**config.mk**
```make
export PLATFORM = sky130hd
export DESIGN_NAME = fp_mul_result_fifo
export DESIGN_NICKNAME = d
export VERILOG_FILES = /design/src/rtl/fp_mul_result_fifo.sv
export SDC_FILE = /design/constraint.sdc
export NUM_CORES = 1
export LEC_CHECK = 0
export BUFFER_PORTS_ARGS = -buffer_cell sky130_fd_sc_hd__buf_4
export CAP_MARGIN = 10
export CORE_ASPECT_RATIO = 0.5
export CORE_MARGIN = 4
export CORE_UTILIZATION = 49
export DETAILED_ROUTE_END_ITERATION = 16
export GPL_ROUTABILITY_DRIVEN = 0
export GPL_TIMING_DRIVEN = 0
export MAX_ROUTING_LAYER = met4
export PLACE_DENSITY = 0.71
export RECOVER_POWER = 25
export SLEW_MARGIN = 40
export SYNTH_ARGS = -nofsm -noshare
export SYNTH_HDL_FRONTEND = slang
export SYNTH_SLANG_ARGS = --single-unit
```
**constraint.sdc**
```tcl
create_clock -name aclk -period 3.4 [get_ports aclk]
set_input_delay 0.17 -clock aclk [delete_from_list [all_inputs] [get_ports aclk]]
set_output_delay 0.17 -clock aclk [all_outputs]
set_load 0.05 [all_outputs]
```
**src/rtl/fp_mul_result_fifo.sv**
```systemverilog
`default_nettype none
// ============================================================================
// Module      : fp_mul_result_fifo
// Description : Result buffer behind the fp32 multiplier. Captures every valid
//               product {tuser, tdata} into a first-word-fall-through FIFO,
//               tracks sticky IEEE exception flags, and counts products that
//               are dropped because the FIFO is full.
// Revision    : 1.0 - initial release
// ============================================================================
module fp_mul_result_fifo #(
    parameter  int DEPTH = 16,
    parameter  int CNT_W = 16,
    localparam int AW    = $clog2(DEPTH)
) (
    input  logic             aclk,
    input  logic             aresetn,
    input  logic             aclken,
    input  logic             in_tvalid,
    input  logic [31:0]      in_tdata,
    input  logic [2:0]       in_tuser,
    output logic             out_tvalid,
    input  logic             out_tready,
    output logic [31:0]      out_tdata,
    output logic [2:0]       out_tuser,
    output logic [AW:0]      level,
    output logic             full,
    output logic [2:0]       sticky_flags,
    output logic             overrun,
    output logic [CNT_W-1:0] drop_cnt,
    input  logic             flags_clr
);

    localparam logic [AW:0]      c_LEVEL_FULL = (AW+1)'(DEPTH);
    localparam logic [CNT_W-1:0] c_CNT_MAX    = '1;

    // Storage: {tuser, tdata}; deliberately not reset.
    logic [34:0]      mem_q [DEPTH];

    logic [AW-1:0]    wr_q, wr_d;
    logic [AW-1:0]    rd_q, rd_d;
    logic [AW:0]      level_q, level_d;
    logic [2:0]       sticky_q, sticky_d;
    logic             ovr_q, ovr_d;
    logic [CNT_W-1:0] cnt_q, cnt_d;

    logic             w_beat;
    logic             w_pop;
    logic             w_push;
    logic             w_drop;
    logic [34:0]      w_head;

    // Handshake decode: write side is gated by aclken, read side is not.
    assign w_beat = aclken & in_tvalid;
    assign w_pop  = out_tvalid & out_tready;
    assign w_push = w_beat & (~full | w_pop);
    assign w_drop = w_beat & full & ~w_pop;

    // Head of queue is shown directly; forced to zero while empty so the
    // outputs are clean after reset even though storage is not initialised.
    assign w_head       = mem_q[rd_q];
    assign out_tvalid   = (level_q != '0);
    assign out_tdata    = out_tvalid ? w_head[31:0]  : 32'd0;
    assign out_tuser    = out_tvalid ? w_head[34:32] : 3'd0;
    assign level        = level_q;
    assign full         = (level_q == c_LEVEL_FULL);
    assign sticky_flags = sticky_q;
    assign overrun      = ovr_q;
    assign drop_cnt     = cnt_q;

    // Next-state for pointers, occupancy and the flag/drop bookkeeping.
    // A clear in the same cycle as a beat is applied before that beat.
    always_comb begin
        wr_d     = wr_q;
        rd_d     = rd_q;
        level_d  = level_q;
        sticky_d = flags_clr ? 3'd0 : sticky_q;
        ovr_d    = flags_clr ? 1'b0 : ovr_q;
        cnt_d    = flags_clr ? '0   : cnt_q;

        if (w_push) wr_d = wr_q + 1'b1;
        if (w_pop)  rd_d = rd_q + 1'b1;

        if (w_push && !w_pop)      level_d = level_q + 1'b1;
        else if (w_pop && !w_push) level_d = level_q - 1'b1;

        if (w_beat) sticky_d = sticky_d | in_tuser;

        if (w_drop) begin
            ovr_d = 1'b1;
            if (cnt_d != c_CNT_MAX) cnt_d = cnt_d + 1'b1;
        end
    end

    // Storage write; only accepted beats land in the array.
    always_ff @(posedge aclk) begin
        if (w_push) mem_q[wr_q] <= {in_tuser, in_tdata};
    end

    // Control state register with asynchronous reset.
    always_ff @(posedge aclk or negedge aresetn) begin
        if (!aresetn) begin
            wr_q     <= '0;
            rd_q     <= '0;
            level_q  <= '0;
            sticky_q <= 3'd0;
            ovr_q    <= 1'b0;
            cnt_q    <= '0;
        end else begin
            wr_q     <= wr_d;
            rd_q     <= rd_d;
            level_q  <= level_d;
            sticky_q <= sticky_d;
            ovr_q    <= ovr_d;
            cnt_q    <= cnt_d;
        end
    end

endmodule
`default_nettype wire
```
---- Yosys cells after proc, flatten, opt, wreduce, memory -nomap -nowiden ----
Memories as Yosys holds them, arrays and structs flattened.
Index checks and enable logic that the tools add are counted.
cells by class
  add/subtract/negate cells ............... 5
  multiply operators ...................... 0
  div/mod/pow operators ................... 0
  magnitude comparators ................... 0
  equal/unequal tests ..................... 2
  shift-type cells ........................ 0
  mux-type cells .......................... 13
  bitwise logic cells ..................... 9
  reductions and logical operators ........ 7
operators with widths
  cell                   count
  $mux 16                3
  $mux 32                1
  $add 16x1->16 const B  1
  $ne 16x16->1 const B   1
  $mux 5                 2
  $mux 3                 3
  $add 4x1->4 const B    2
  $add 5x1->5 const B    1
  $and 1x1->1            5
  $eq 5x5->1 const B     1
  $reduce_bool 5->1      1
  $sub 5x1->5 const B    1
  $mux 1                 4
  $reduce_bool 2->1      2
  $or 3x3->3             1
  $logic_and 1x1->1      2
  $logic_not 1->1        2
  $not 1->1              2
  $or 1x1->1             1
word-level totals
  bits in registers ....................... 33
  bits in latches ......................... 0
  bits in writable memories ............... 560
  memory bits (read-only) ................. 0
  bits of input ports ..................... 41
  output and inout bits ................... 62
  logic and storage cells ................. 43
  memories kept ........................... 1
memory list
  memory  words  width  rd ports  clocked after memory_dff  wr ports  line  text
  mem_q   16     35     1         0                         1         37    logic [34:0] mem_q [DEPTH];

---- Logic depth before layout (Yosys ltp) ----
  depth after elaboration ................. 8
  depth in mapped cells ................... 12

---- Least setup slack after synthesis ----
No wires, ideal clock.
  path kind ............................... register to register
  from .................................... register level_q[0], in the netlist level[0]
  to ...................................... register level_q[4], in the netlist level[4]
  library setup time ...................... 145 ps
  arrival time ............................ 3078 ps
  path slack .............................. 177 ps
  cell stages (with the launch flop) ...... 12
  period minus slack after synthesis ...... 3223 ps
  cell sequence ........................... dfrtp_1 nor4_4 nand2b_1 nand2_1 ha_1 inv_1 fa_1 a21o_1 a21oi_1 xnor2_1 nor2_1 xor2_1
between the ends
  word-level cells in the longest chain between the ends .. 7
RTL lines
  item                                line  text
  from (decl)                         41    logic [AW:0] level_q, level_d;
  from (signal assigned)              111   level_q <= level_d;
  $reduce_bool 5->1 (*)               61    assign out_tvalid = (level_q != '0);
  net out_tvalid                      21    output logic out_tvalid,
  $and 1x1->1 (*)                     54    assign w_pop = out_tvalid & out_tready;
  $or 1x1->1                          55    assign w_push = w_beat & (~full | w_pop);
  $and 1x1->1                         55
  $logic_not 1->1                     84    else if (w_pop && !w_push) level_d = level_q - 1'b1;
  $logic_and 1x1->1                   84
  $reduce_bool 2->1 (no source line)  n/a
Mark *: on every way through the listed nets, which the timed path passes. The rest lies on a longest branch. The select of a mux whose other input is x is not followed.
A chain may end at the register's enable or synchronous reset.

---- Final worst setup path ----
  from .................................... register rd_q[0]
  to ...................................... output out_tdata[30]
between the ends
  word-level cells in the longest chain between the ends .. 2
RTL lines
  item                    line  text
  from (decl)             40    logic [AW-1:0] rd_q, rd_d;
  from (signal assigned)  110   rd_q <= rd_d;
  $mem_v2 16x35           n/a
  $mux 32                 62    assign out_tdata = out_tvalid ? w_head[31:0] : 32'd0;
  to (decl)               23    output logic [31:0] out_tdata,
Every way passes these cells.

==> results.md <==
- P_int: 14.69 mW
- Final setup vio count: 0
- Fmax: 0.3046 GHz
- Startpoint class of the critical path: register
- Max cap viols: 1
- Compound-Gate Fraction of Synth Area: 1.533%
- Hold slack: 233.0 ps
- Adder-cell area share of the yosys netlist: 0.6282%
- FFs w/ async S/R, synth: 5.565%
- Met3 Use GR: 3.129%
- Worst hold path class: in -> reg
- Worst skew pair latency: 600 ps
- Die Footprint: 50900 sq um
- Clock transition at path regs: 70 ps
- Final core area utilization: 58.87%
- Post-CTS setup buffers: 0
- Port Buf Inserts: 102
- CTS buffer count: 51
- Worst IR Drop VDD: 0.0005100 V
- Synthesized instance count: 1052
- Synth Net Count: 1104
- XOR/XNOR Fraction of Synth Area: 0.8341%
- WS Path Type: reg -> out
- Layout overhead on the synthesized area: 16.96%
- Area after DPL: 25050 sq um
- Num rows: 55
- CP required: 3230 ps
- Ports: 103
- CP max stage cell: mux4_2
- Crit end category: primary output
- Cell area after synthesis: 23100 sq um
- Total grt overflow: 0
- Router iterations before antenna repair: 5
- Violated checks: capacitance limit, slew limit
- WL per Instance: 25.92 um
- Post-route ant nets: 0
- Distinct cells, synth: 42
- PwrDens: 826.7 nW/um^2
- Post-route minimum period: 3283 ps
- Starting Density: 50.33%
- GRT busiest layer: met2
- Crit-path most repeated cell: buf_4
- Number of synthesized flops with an enable pin: 560
- Critical Path Fanout Max: 10
- ANT cells: 0
- Post-synth top area share: 72.79%
- Synthesized area per cell: 21.96 sq um
- Post-synthesis mux area share: 17.01%
- Die Ht: 161.5 um
- H-tree Lvls: 2
- Vias: 11387
- RSZ-0062 raised after global routing: false
- Remaining routing DRC violations: 0
- Clock Path Buffers: 3
- Clk pwr share: 25.5%
- Grt met1 use: 28.62%
- Clock sinks: 593
- Width of the die: 315.1 um
- Switching Fraction: 34.25%
- Initial DRC count: 1245
- Sequential share of power: 38.5%
- CTS tree: built
- Main combinational cell family by area after synthesis: multiplexers
- Final nets: 1313
- Worst-Margin Slew: 1861 ps
- Initial antenna violation count: 0
- Post-synth top area cell: edfxtp_1
- Tcrit/Tclk final: 96.55%
- Highest-count cells in the layout ignoring fill and taps: edfxtp_1, mux4_2, buf_4
- YS warnings: 0
- Outcome: finished with violations
- First-pass GRT wire length: 75.94 mm
- Post-Synth Simple-Gate Area: 2.410%
- Area of the core: 45900 sq um
- Max-slew headroom: -24.05%
- Routed vias/inst: 5.909
- Crit path arrival time: 3110 ps
- Largest net degree at the start of global routing: 34
- Share of post-route cells with drive strength above 1: 28.69%
- GRT Total Usage: 20.62%
- FF+latch count, synth: 593
- Final HPWL DP: 30.59 mm
- Net Sw Power: 7.651 mW
- Hold Violations, Final: 0
- Lkg Pwr: 8.947 nW
- Met2 GRT Util: 33.08%
- Total Wirelength: 49.94 mm
- Final Cell Area: 27020 sq um
- Post-synthesis sequential area ratio: 76.36%
- Ys flop type: edfxtp_1
- Vias in the first global route: 12069
- CTS root buf: clkbuf_16
- Synth area leaders: edfxtp_1, mux4_2, dfrtp_1
- CP Cell Sequence: buf_2, clkbuf_4, buf_4, mux4_2, mux2i_1, o22ai_1, buf_4
- Slowest stage delay, CP: 580 ps
- Slew Viols, Final: 34
- Clock skew: 30.01 ps
- Commonest non-fill, non-tap cell in the layout: edfxtp_1
- Fillers: 3241
- Comb pwr share: 36.0%
==> cells by family after synthesis <==
| kind of cell | after synthesis |
|---|---|
| AOI/OAI and AO/OA | 53 |
| muxes | 217 |
| DFF | 593 |
| and+or+nand+nor | 92 |
| xor gates and xnor gates | 22 |
| buffers and inverters | 64 |
| adders and majority gates | 11 |
==> worst max-delay path, delay by kind of cell, from the launching register on <==
kind / cells / cell delay (ps)
muxes: 2 / 800
AOI/OAI and AO/OA: 1 / 190
DFF: 1 / 370
buffers and inverters: 4 / 1160
==> timing repair <==
item | CTS | global route
hold buffers | 38 | 0
endpoints found under the hold margin | 598 | 0
endpoints found under the setup margin | 31 | 23
resized for setup | 14 | 11
==> cell type report <==
class                           instances  area, sq um  share of cell area, %
Buffer                                 55        291.5                  1.079
Clock buffer                           67         1368                  5.061
Clock inverter                         25        259.0                 0.9585
Inverter                                9        33.78                 0.1250
Multi-Input combinational cell        395         5221                  19.32
Sequential cell                       593        17640                  65.29
Tap cell                              627        784.5                  2.903
Timing Repair Buffer                  156         1421                  5.260
==> synth_stat cells, types with 2 or more instances <==
cell type  count
a211oi_1       4
buf_2         20
o22ai_1       35
clkbuf_1      26
a21oi_1        2
nand2_1       17
mux4_2       140
nand4_1        7
xnor2_1       18
nor2b_1        7
mux2i_1       72
xor2_1         4
and4_1         6
nor2_1        11
nor3b_1        2
nor4_4         2
buf_1          6
and2b_1        2
nand2b_1       4
and2_1        15
and4b_1        2
ha_1          10
inv_1          8
nor3_1         5
a21o_1         2
dfrtp_1       33
buf_6          2
edfxtp_1     560
nand3_1        8
o21ai_0        7
mux2_2         4
==> per-layer routing <==
metal	vias to the layer above	wire (um)
met1	6034	20710
li1	4809	-
met5	-	0
met3	76	3487
met4	0	911
met2	468	24830
==> power groups by stage <==
stage | registers, mW | clock network, mW | logic (mW)
2_1_floorplan | 8.83 | 0 | 5.47
3_3_place_gp | 8.73 | 0 | 7.82
3_5_place_dp | 8.74 | 0 | 8.02
4_1_cts | 8.60 | 5.78 | 8.13
5_1_grt | 8.63 | 6.13 | 8.47
6_report | 8.60 | 5.70 | 8.04
==> final timing paths <==
kind | start | endpoint | slack (ps) | depth (start not counted)
max | rd_q[0] | out_tdata[30] | 120 | 7
min | in_tvalid | sticky_flags[0] | 230 | 5
min reg2reg | overrun | overrun | 540 | 2
max reg2reg | level[0] | level[4] | 260 | 12
max in group asynchronous | aresetn | wr_q[1] | 1680 | 2
min in group asynchronous | aresetn | rd_q[3] | 650 | 2
==> stage by stage <==
| stage | power, mW | cells | worst slack, ps | setup TNS (ps) |
|---|---|---|---|---|
| final | 22.34 | 1927 | 117.4 | 0 |
| after global routing | 23.23 | 1927 | 6.708 | 0 |
| after CTS | 22.51 | 1927 | -5.361 | -5.361 |
| after detailed placement | 16.76 | 1797 | 259.6 | 0 |
| after global placement | 16.55 | 1781 | -170.9 | -42470 |
| after floorplan | 14.29 | 1052 | 177.1 | 0 |
==> state kept, by name, indices dropped and copies added (netlist names) <==
| register | flops |
|---|---|
| level | 5 |
| drop_cnt | 16 |
| mem_q | 560 |
| sticky_flags | 3 |
| overrun | 1 |
| wr_q | 4 |
| rd_q | 4 |
Power figures use the tool's default switching activity.
